<file path="src/rtl/lsu_ctrl_pkg.sv">
// rtl/lsu_ctrl_pkg.sv - memory op codes, LSU state encodings and op classifiers
package lsu_ctrl_pkg;

  localparam int MEM_OP_W = 4;

  typedef enum logic [MEM_OP_W-1:0] {
    OP_NOP = 4'd0,
    OP_LB  = 4'd1,
    OP_LBU = 4'd2,
    OP_LH  = 4'd3,
    OP_LHU = 4'd4,
    OP_LW  = 4'd5,
    OP_SB  = 4'd6,
    OP_SH  = 4'd7,
    OP_SW  = 4'd8
  } mem_op_e;

  typedef enum logic [1:0] {
    ST_IDLE   = 2'd0,
    ST_ACCESS = 2'd1,
    ST_DONE   = 2'd2
  } lsu_state_e;

  // Codes 9-15 fall outside this range and behave as NOP
  function automatic logic is_mem_op(logic [MEM_OP_W-1:0] op);
    return (op >= OP_LB) && (op <= OP_SW);
  endfunction

  function automatic logic is_load(logic [MEM_OP_W-1:0] op);
    return op inside {OP_LB, OP_LBU, OP_LH, OP_LHU, OP_LW};
  endfunction

  function automatic logic is_half(logic [MEM_OP_W-1:0] op);
    return op inside {OP_LH, OP_LHU, OP_SH};
  endfunction

  function automatic logic is_word(logic [MEM_OP_W-1:0] op);
    return op inside {OP_LW, OP_SW};
  endfunction

endpackage

</file>
<file path="src/rtl/lsu_ctrl_lane.sv">
// rtl/lsu_ctrl_lane.sv - byte-enable generator, store lane shifter, load extractor/extender
module lsu_lane
  import lsu_ctrl_pkg::*;
#(
  parameter int DATA_W = 32,
  localparam int BE_W  = DATA_W / 8,
  localparam int LGB   = $clog2(BE_W)
) (
  input  logic [MEM_OP_W-1:0] op,
  input  logic [LGB-1:0]      lane,
  input  logic [DATA_W-1:0]   wr_data,
  input  logic [DATA_W-1:0]   rd_data,
  output logic [BE_W-1:0]     be,
  output logic [DATA_W-1:0]   wr_lane,
  output logic [DATA_W-1:0]   rd_ext
);

  logic [DATA_W-1:0] rd_sh;

  // Store side: enables and right-aligned data moved up to the addressed lane
  always_comb begin
    be      = '0;
    wr_lane = '0;
    case (op)
      OP_LB, OP_LBU, OP_SB: begin
        be      = BE_W'(1) << lane;
        wr_lane = DATA_W'(wr_data[7:0]) << {lane, 3'b000};
      end
      OP_LH, OP_LHU, OP_SH: begin
        be      = BE_W'(3) << lane;
        wr_lane = DATA_W'(wr_data[15:0]) << {lane, 3'b000};
      end
      OP_LW, OP_SW: begin
        be      = '1;
        wr_lane = wr_data;
      end
      default: ;
    endcase
  end

  // Load side: bring the addressed lane down to bit 0, then sign or zero extend
  always_comb begin
    rd_sh  = rd_data >> {lane, 3'b000};
    rd_ext = '0;
    case (op)
      OP_LB:   rd_ext = {{(DATA_W-8){rd_sh[7]}}, rd_sh[7:0]};
      OP_LBU:  rd_ext = DATA_W'(rd_sh[7:0]);
      OP_LH:   rd_ext = {{(DATA_W-16){rd_sh[15]}}, rd_sh[15:0]};
      OP_LHU:  rd_ext = DATA_W'(rd_sh[15:0]);
      OP_LW:   rd_ext = rd_data;
      default: ;
    endcase
  end

endmodule

</file>
<file path="src/rtl/lsu_ctrl.sv">
// rtl/lsu_ctrl.sv - multi-cycle load/store unit with wait states, timeout and stall
module lsu_ctrl
  import lsu_ctrl_pkg::*;
#(
  parameter int DATA_W  = 32,
  parameter int ADDR_W  = 32,
  parameter int TIMEOUT = 15,
  localparam int BE_W   = DATA_W / 8,
  localparam int LGB    = $clog2(BE_W),
  localparam int WA_W   = ADDR_W - LGB
) (
  input  logic                clk,
  input  logic                rst_,
  input  logic                ex_en,
  input  logic [MEM_OP_W-1:0] ex_mem_op,
  input  logic [ADDR_W-1:0]   ex_addr,
  input  logic [DATA_W-1:0]   ex_out,
  input  logic [DATA_W-1:0]   ex_wr_data,
  output logic                busy,
  output logic [DATA_W-1:0]   out,
  output logic                out_valid,
  output logic                miss_align,
  output logic                bus_err,
  output logic [WA_W-1:0]     mem_addr,
  output logic                mem_as_,
  output logic                mem_rw,
  output logic [BE_W-1:0]     mem_be,
  output logic [DATA_W-1:0]   mem_wr_data,
  input  logic [DATA_W-1:0]   mem_rd_data,
  input  logic                mem_rdy_
);

  localparam int CNT_W = $clog2(TIMEOUT + 1);

  lsu_state_e          state, state_n;
  logic [CNT_W-1:0]    cnt;
  logic [MEM_OP_W-1:0] op_q;
  logic [LGB-1:0]      lane_q;
  logic [DATA_W-1:0]   rd_q;

  logic accept, misalign, nop_pass, rdy_hit, timeout_hit;
  logic mis;

  logic [MEM_OP_W-1:0] lane_op;
  logic [LGB-1:0]      lane_sel;
  logic [BE_W-1:0]     be_c;
  logic [DATA_W-1:0]   wr_lane_c;
  logic [DATA_W-1:0]   rd_ext_c;

  // In IDLE the lane logic works on the incoming op; afterwards on the latched one
  assign lane_op  = (state == ST_IDLE) ? ex_mem_op : op_q;
  assign lane_sel = (state == ST_IDLE) ? ex_addr[LGB-1:0] : lane_q;

  assign mis = (is_half(ex_mem_op) && ex_addr[0]) ||
               (is_word(ex_mem_op) && (|ex_addr[LGB-1:0]));

  lsu_lane #(.DATA_W(DATA_W)) u_lane (
    .op      (lane_op),
    .lane    (lane_sel),
    .wr_data (ex_wr_data),
    .rd_data (mem_rd_data),
    .be      (be_c),
    .wr_lane (wr_lane_c),
    .rd_ext  (rd_ext_c)
  );

  // State register; reset aborts any access in flight
  always_ff @(posedge clk or negedge rst_) begin
    if (!rst_) state <= ST_IDLE;
    else       state <= state_n;
  end

  // Next state and one-cycle event decode; ready has priority over timeout
  always_comb begin
    state_n     = state;
    accept      = 1'b0;
    misalign    = 1'b0;
    nop_pass    = 1'b0;
    rdy_hit     = 1'b0;
    timeout_hit = 1'b0;
    case (state)
      ST_IDLE: begin
        if (ex_en) begin
          if (!is_mem_op(ex_mem_op)) begin
            nop_pass = 1'b1;
          end else if (mis) begin
            misalign = 1'b1;
          end else begin
            accept  = 1'b1;
            state_n = ST_ACCESS;
          end
        end
      end
      ST_ACCESS: begin
        if (!mem_rdy_) begin
          rdy_hit = 1'b1;
          state_n = ST_DONE;
        end else if (cnt == CNT_W'(TIMEOUT - 1)) begin
          timeout_hit = 1'b1;
          state_n     = ST_IDLE;
        end
      end
      ST_DONE: state_n = ST_IDLE;
      default: state_n = ST_IDLE;
    endcase
  end

  // Wait-state counter: runs only while staying in ACCESS
  always_ff @(posedge clk or negedge rst_) begin
    if (!rst_)                    cnt <= '0;
    else if (state_n == ST_ACCESS && state == ST_ACCESS) cnt <= cnt + 1'b1;
    else                          cnt <= '0;
  end

  // Bus outputs: loaded on accept and held for the whole access
  always_ff @(posedge clk or negedge rst_) begin
    if (!rst_) begin
      mem_addr    <= '0;
      mem_rw      <= 1'b1;
      mem_be      <= '0;
      mem_wr_data <= '0;
      op_q        <= '0;
      lane_q      <= '0;
      mem_as_     <= 1'b1;
      busy        <= 1'b0;
    end else begin
      if (accept) begin
        mem_addr    <= ex_addr[ADDR_W-1:LGB];
        mem_rw      <= is_load(ex_mem_op);
        mem_be      <= be_c;
        mem_wr_data <= wr_lane_c;
        op_q        <= ex_mem_op;
        lane_q      <= ex_addr[LGB-1:0];
      end
      mem_as_ <= (state_n != ST_ACCESS);
      busy    <= (state_n == ST_ACCESS);
    end
  end

  // Result path and status pulses
  always_ff @(posedge clk or negedge rst_) begin
    if (!rst_) begin
      out        <= '0;
      out_valid  <= 1'b0;
      miss_align <= 1'b0;
      bus_err    <= 1'b0;
      rd_q       <= '0;
    end else begin
      out_valid  <= 1'b0;
      miss_align <= misalign;
      bus_err    <= timeout_hit;
      if (nop_pass) begin
        out       <= ex_out;
        out_valid <= 1'b1;
      end
      if (rdy_hit && is_load(op_q)) rd_q <= rd_ext_c;
      if (state == ST_DONE && is_load(op_q)) begin
        out       <= rd_q;
        out_valid <= 1'b1;
      end
    end
  end

endmodule

</file>
<file path="config.mk">
export PLATFORM = sky130hd
export DESIGN_NAME = lsu_ctrl
export DESIGN_NICKNAME = d
export VERILOG_FILES = /design/src/rtl/lsu_ctrl_pkg.sv /design/src/rtl/lsu_ctrl_lane.sv /design/src/rtl/lsu_ctrl.sv
export SDC_FILE = /design/constraint.sdc
export NUM_CORES = 1
export LEC_CHECK = 0
export ABC_AREA = 1
export CAP_MARGIN = 20
export CORE_ASPECT_RATIO = 0.8
export CORE_MARGIN = 5
export CORE_UTILIZATION = 51
export CTS_CLUSTER_SIZE = 16
export DETAILED_ROUTE_END_ITERATION = 7
export GPL_TIMING_DRIVEN = 0
export PLACE_DENSITY = 0.92
export SETUP_SLACK_MARGIN = 0.05
export SLEW_MARGIN = 20
export SYNTH_ARGS = -nofsm -noshare
export SYNTH_HDL_FRONTEND = slang
export SYNTH_SLANG_ARGS = --single-unit
</file>
<file path="constraint.sdc">
create_clock -name clk -period 3.1 [get_ports clk]
set_clock_uncertainty 0.15 [all_clocks]
set_input_delay 0.62 -clock clk [delete_from_list [all_inputs] [get_ports clk]]
set_output_delay 0.62 -clock clk [all_outputs]
set_load 0.01 [all_outputs]
</file>
# Word-level counts from Yosys, hierarchy flattened

Index checks and enable logic that the tools add are counted.

$add $sub $neg: 1
$lt $le $gt $ge: 2
Equality and inequality tests: 25
Shift operators: 5
Muxes and demuxes: 32
Reductions and logical operators: 17

Operators by type and width:

| operator            | count |
|---|---|
| $pmux 32 s5         | 1 |
| $pmux 32 s3         | 1 |
| $mux 32             | 2 |
| $eq 4x3->1 const B  | 9 |
| $shl 16x5->32       | 1 |
| $shl 8x5->32        | 1 |
| $shr 32x5->16       | 1 |
| $eq 4x2->1 const B  | 6 |
| $mux 1              | 18 |
| $eq 4x1->1 const B  | 3 |
| $eq 4x4->1 const B  | 3 |
| $mux 2              | 6 |
| $pmux 4 s3          | 1 |
| $reduce_bool 5->1   | 2 |
| $mux 4              | 2 |
| $logic_and 1x1->1   | 6 |
| $reduce_or 3->1     | 2 |
| $add 4x1->4 const B | 1 |
| $eq 2x1->1 const B  | 2 |
| $ge 4x1->1 const B  | 1 |
| $le 4x4->1 const B  | 1 |
| $pmux 2 s2          | 1 |
| $reduce_bool 2->1   | 2 |
| $reduce_or 2->1     | 2 |
| other kinds (7)     | 7 |

Bits in registers: 148
Output and inout bits: 104

# Longest topological paths before layout

Depth in word-level cells: 11
Depth in mapped cells: 13
Gate-level depth less buffers: 11

# Modules after synthesis

A second synthesis with hierarchy kept.

Cells, all modules: 1146
Area total of the unflattened synthesis: 8366.8 um^2

By module, submodules not included:

| module   | times used | cells each | area an instance (um^2) | seq. area each (um^2) |
|---|---|---|---|---|
| lsu_ctrl | 1          | 810        | 6759.0                  | 3706.1 |
| lsu_lane | 1          | 336        | 1607.8                  | 0.0 |

# Worst setup path before layout

OpenSTA, ideal clock, no wires.

Path kind: input to register
Start point: input port ex_mem_op[1]
End point: register mem_addr[0]
Setup time: 0.066 ns
Arrival time: 1.716 ns
Slack: 1.169 ns
Stages on the path: 11
Buffers on the path: 2
Cells stage by stage: nor2_1 > nand3_1 > nand2_1 > nand4_1 > inv_1 > nand2_2 > inv_2 > buf_2 > buf_2 > nand2_1 > nand2_1

Longest elaborated chain between the ends: 8

RTL lines:

| what                                                          | line                                   | RTL |
|---|---|---|
| from (decl)                                                   | lsu_ctrl.sv:15                         | `input logic [MEM_OP_W-1:0] ex_mem_op,` |
| $eq 4x2->1 (tied with other cells)                            | lsu_ctrl_pkg.sv:34                     | `return op inside {OP_LH, OP_LHU, OP_SH};` |
| $reduce_bool 3->1 / $reduce_bool 2->1 (equally long branches) | lsu_ctrl_pkg.sv:34, lsu_ctrl_pkg.sv:38 |  |
| $logic_and 1x1->1, on equally long branches                   | lsu_ctrl.sv:54, lsu_ctrl.sv:55         |  |
| $logic_or 1x1->1                                              | lsu_ctrl.sv:54                         | `assign mis = (is_half(ex_mem_op) && ex_addr[0]) \|\|` |
| $mux 1                                                        | lsu_ctrl.sv:86                         | `end else if (mis) begin` |
| $mux 1 *                                                      | lsu_ctrl.sv:84                         | `if (!is_mem_op(ex_mem_op)) begin` |
| $mux 1 *                                                      | lsu_ctrl.sv:83                         | `if (ex_en) begin` |
| $mux 1 *                                                      | lsu_ctrl.sv:81                         | `case (state)` |
| to (signal assigned)                                          | lsu_ctrl.sv:128                        | `mem_addr <= ex_addr[ADDR_W-1:LGB];` |
| to (decl)                                                     | lsu_ctrl.sv:24                         | `output logic [WA_W-1:0] mem_addr,` |

Every way passes the cells marked *; elsewhere a longest branch is shown, timed or not.
A chain may end at the register's enable or synchronous reset.

# Worst setup path after layout

Start point: input port ex_mem_op[0]
End point: register out[9]

Longest elaborated chain between the ends: 6

RTL lines:

| what                                            | line               | RTL |
|---|---|---|
| $ge 4x1->1 / $le 4x4->1 (equally long branches) | lsu_ctrl_pkg.sv:26 | `return (op >= OP_LB) && (op <= OP_SW);` |
| $logic_and 1x1->1 *                             | lsu_ctrl_pkg.sv:26 |  |
| $mux 1 *                                        | lsu_ctrl.sv:84     |  |
| $mux 1 *                                        | lsu_ctrl.sv:83     |  |
| $mux 1 *                                        | lsu_ctrl.sv:81     |  |
| $reduce_bool 2->1 (no line) *                   | -                  |  |
| to (signal assigned)                            | lsu_ctrl.sv:153    | `out <= ex_out;` |
| to (signal assigned)                            | lsu_ctrl.sv:158    | `out <= rd_q;` |
| to (decl)                                       | lsu_ctrl.sv:20     | `output logic [DATA_W-1:0] out,` |

Marked as above.

==> flow_summary.toml <==
[worst_hold_path]
hold_path_depth = 2
hold_path.class = "reg2reg"

[grt]
grt_use_total = 0.305
grt_overflow = 0
antenna_found_initial = 0
grt_first_pass_wirelength_um = 42500
grt_max_degree = 97
grt_pass1_vias = 8185

[yosys]
syn-instance-count = 1015
ys_seq_elements = 148
synth_mux_area_frac = 0
yosys.area.top_type_share = 0.486
ys_warn_count = 0
synth_compound_area_frac = 0.0619
syn-num-nets = 1153
yosys-top-cells-count = "nand2_1 (405), dfrtp_1 (146), nor2_1 (110)"
avgSynthCellArea_um2 = 7.41
synth_xor_area_frac = 0.00233
async_flop_share = 1.00
synthAdderAreaFrac = 0.00333
yosys-top-cells-area = "dfrtp_1 (49%), nand2_1 (20%), nand3_1 (5.9%)"
synth.most_common_cell = "nand2_1"
synth_top_family_by_area = "simple AND/OR/NAND/NOR gates"
synthFlopType = "dfrtp_1"
synth_edf_count = 0
yosys.area_share.simple = 0.384
yosysTopAreaCell = "dfrtp_1"
seq_area_frac_synth = 0.493
ys_types = 30
syn-cell-area_um2 = 7520

[timing]
setup_slack_ns = 0.266
grt_setup_unrepaired = "false"
fin_crit_sh = 0.914
fmax_mhz = 353
setup_tns_ns = 0
period_needed_ns = 2.83
tightest_slew_ns = 0.718
slew_violations = 0
setup_viol = 0
hold_viol_final = 0
relSlewSlack = 0.518

[pwr]
ir_worst_vdd_mv = 0.579
p_per_area_nw_per_um2 = 823
leakagePower_nw = 5.29

[critical_path]
worstPathArrival_ns = 3.00
cp.required_ns = 3.27
crit_type = "in2reg"
reg2reg_depth = 7
crit_fanout = 10
worstSetupStartpointType = "input pin"
endpoint_kind = "register"

[placed_design]
post-dp-hpwl_um = 19200
place.gp.congestion = 0.943
portBuffers = 239
dp_worst_setup_slack_ns = 0.0318

[route]
via_per_inst = 5.51
antenna_left = 0
drtIter0Drc = 901
wl_per_cell_um = 18.2
drt_first_pass_iters = 6
post-route-drc-count = 0
vias = 8114
drt_wl_total_um = 26700

[clocking]
cts_root_buf = "clkbuf_16"
cts_num_sinks = 148
cts_buffer_depth = 2
cts_tree = "yes"
insertion_delay_ns = 0.43
postCtsSetupRepairBufs = 0
path_clk_slew_ns = 0.06
htreeDepth = 4
cts-buffers-inserted = 17

[layout]
areaGrowthSynthToFinish_pct = 44.6
drive_gt1_frac = 0.0644
final_util = 0.758
layout.nets = 1413
diodes = 0

[die]
core.rowCount = 39
start_util = 0.524
dieArea_um2 = 17300
io_pins = 240
die_h_um = 119
fp.dieW_um = 146
core-area_um2 = 14300

[run_status]
status = "finished, final reports clean"

[flow_run]
max-cap-violations = 0
-- what timing repair did --
action / 4_1_cts / 5_1_grt
hold endpoints to repair: 50 / 0
resized for setup: 0 / 0
endpoints found under the setup margin: 0 / 0
hold buffers: 1 / 0
-- placed cells by master, fill, tap and decap left out, drive strengths merged, types with 3 or more instances in the layout --
cell,n
nor3,31
a21oi,54
clkdlybuf4s50,238
clkbuf,40
nand2,411
dfrtp,146
nor2,115
nand3,90
clkinv,3
o211ai,9
bufinv,6
inv,44
buf,34
nor3b,31
o21ai,22
clkinvlp,3
-- report_power, final --
part	total, mW	internal (mW)	switching (mW)
sequential	3.07	2.64	0.425
clock	2.40	1.54	0.861
combinational	3.48	1.66	1.83
total	8.95	5.84	3.11
-- cell type report --
cell class | count | area (um^2)
multi-input combinational | 771 | 3400
clock inverter | 14 | 249
timing repair buffer | 241 | 2430
inverter | 42 | 158
buffer | 54 | 258
tap | 184 | 230
sequential | 148 | 3710
clock buffer | 18 | 439
fill | 1040 | 3470
-- logic make-up after synthesis --
logic type,after synthesis
simple gates,681
flops,148
buf+inv,96
compound gates,86
xor+xnor,2
fa+ha+maj,2
-- flip-flops by register name, indices dropped and copies added (netlist names), 2 cells and up --
signal       count
rd_q            32
mem_be           4
lane_q           2
state            2
out             32
mem_wr_data     32
cnt              4
op_q             4
mem_addr        30
-- worst paths after layout --
| check | endpoint | slack, ns | startpoint |
|---|---|---|---|
| min in group asynchronous | out[11] | 0.54 | rst_ |
| hold reg to reg | mem_addr[24] | 0.33 | mem_addr[24] |
| setup reg to reg | out[9] | 0.55 | state[1] |
| max in group asynchronous | mem_wr_data[29] | 1.45 | rst_ |
| hold / removal | mem_addr[24] | 0.33 | mem_addr[24] |
| setup / recovery | out[9] | 0.27 | ex_mem_op[0] |
-- routing by layer --
| metal | GRT usage | wire length, um | part of all wire |
|---|---|---|---|
| met2 | 0.494 | 12700 | 0.47 |
| met3 | 0.101 | 2900 | 0.11 |
| met4 | 0.116 | 879 | 0.033 |
| met1 | 0.381 | 10300 | 0.38 |
| met5 | 0 | 0 | 0 |
-- per-stage QoR --
stage          hold WS (ns)  total power [mW]  cell area, um^2  std cells
6_report              0.330              8.95            10900       1472
5_1_grt               0.349              9.41            10900       1472
4_1_cts               0.331              8.94            10900       1472
3_5_place_dp          0.315              6.48            10200       1439
3_3_place_gp          0.311              6.36            10100       1438
2_1_floorplan         0.174              4.66             7520       1015
-- worst max-delay path, stage by stage --
cell	delay, ns
clkdlybuf4s50_1	0.60
nor2_1	0.12
nand3_1	0.12
nand2_1	0.09
nand2_1	0.07
nand3_1	0.33
nand2_1	0.39
buf_2	0.27
nor2_1	0.09
nor3_1	0.28
Note: power is estimated with default switching activity, not from simulation.
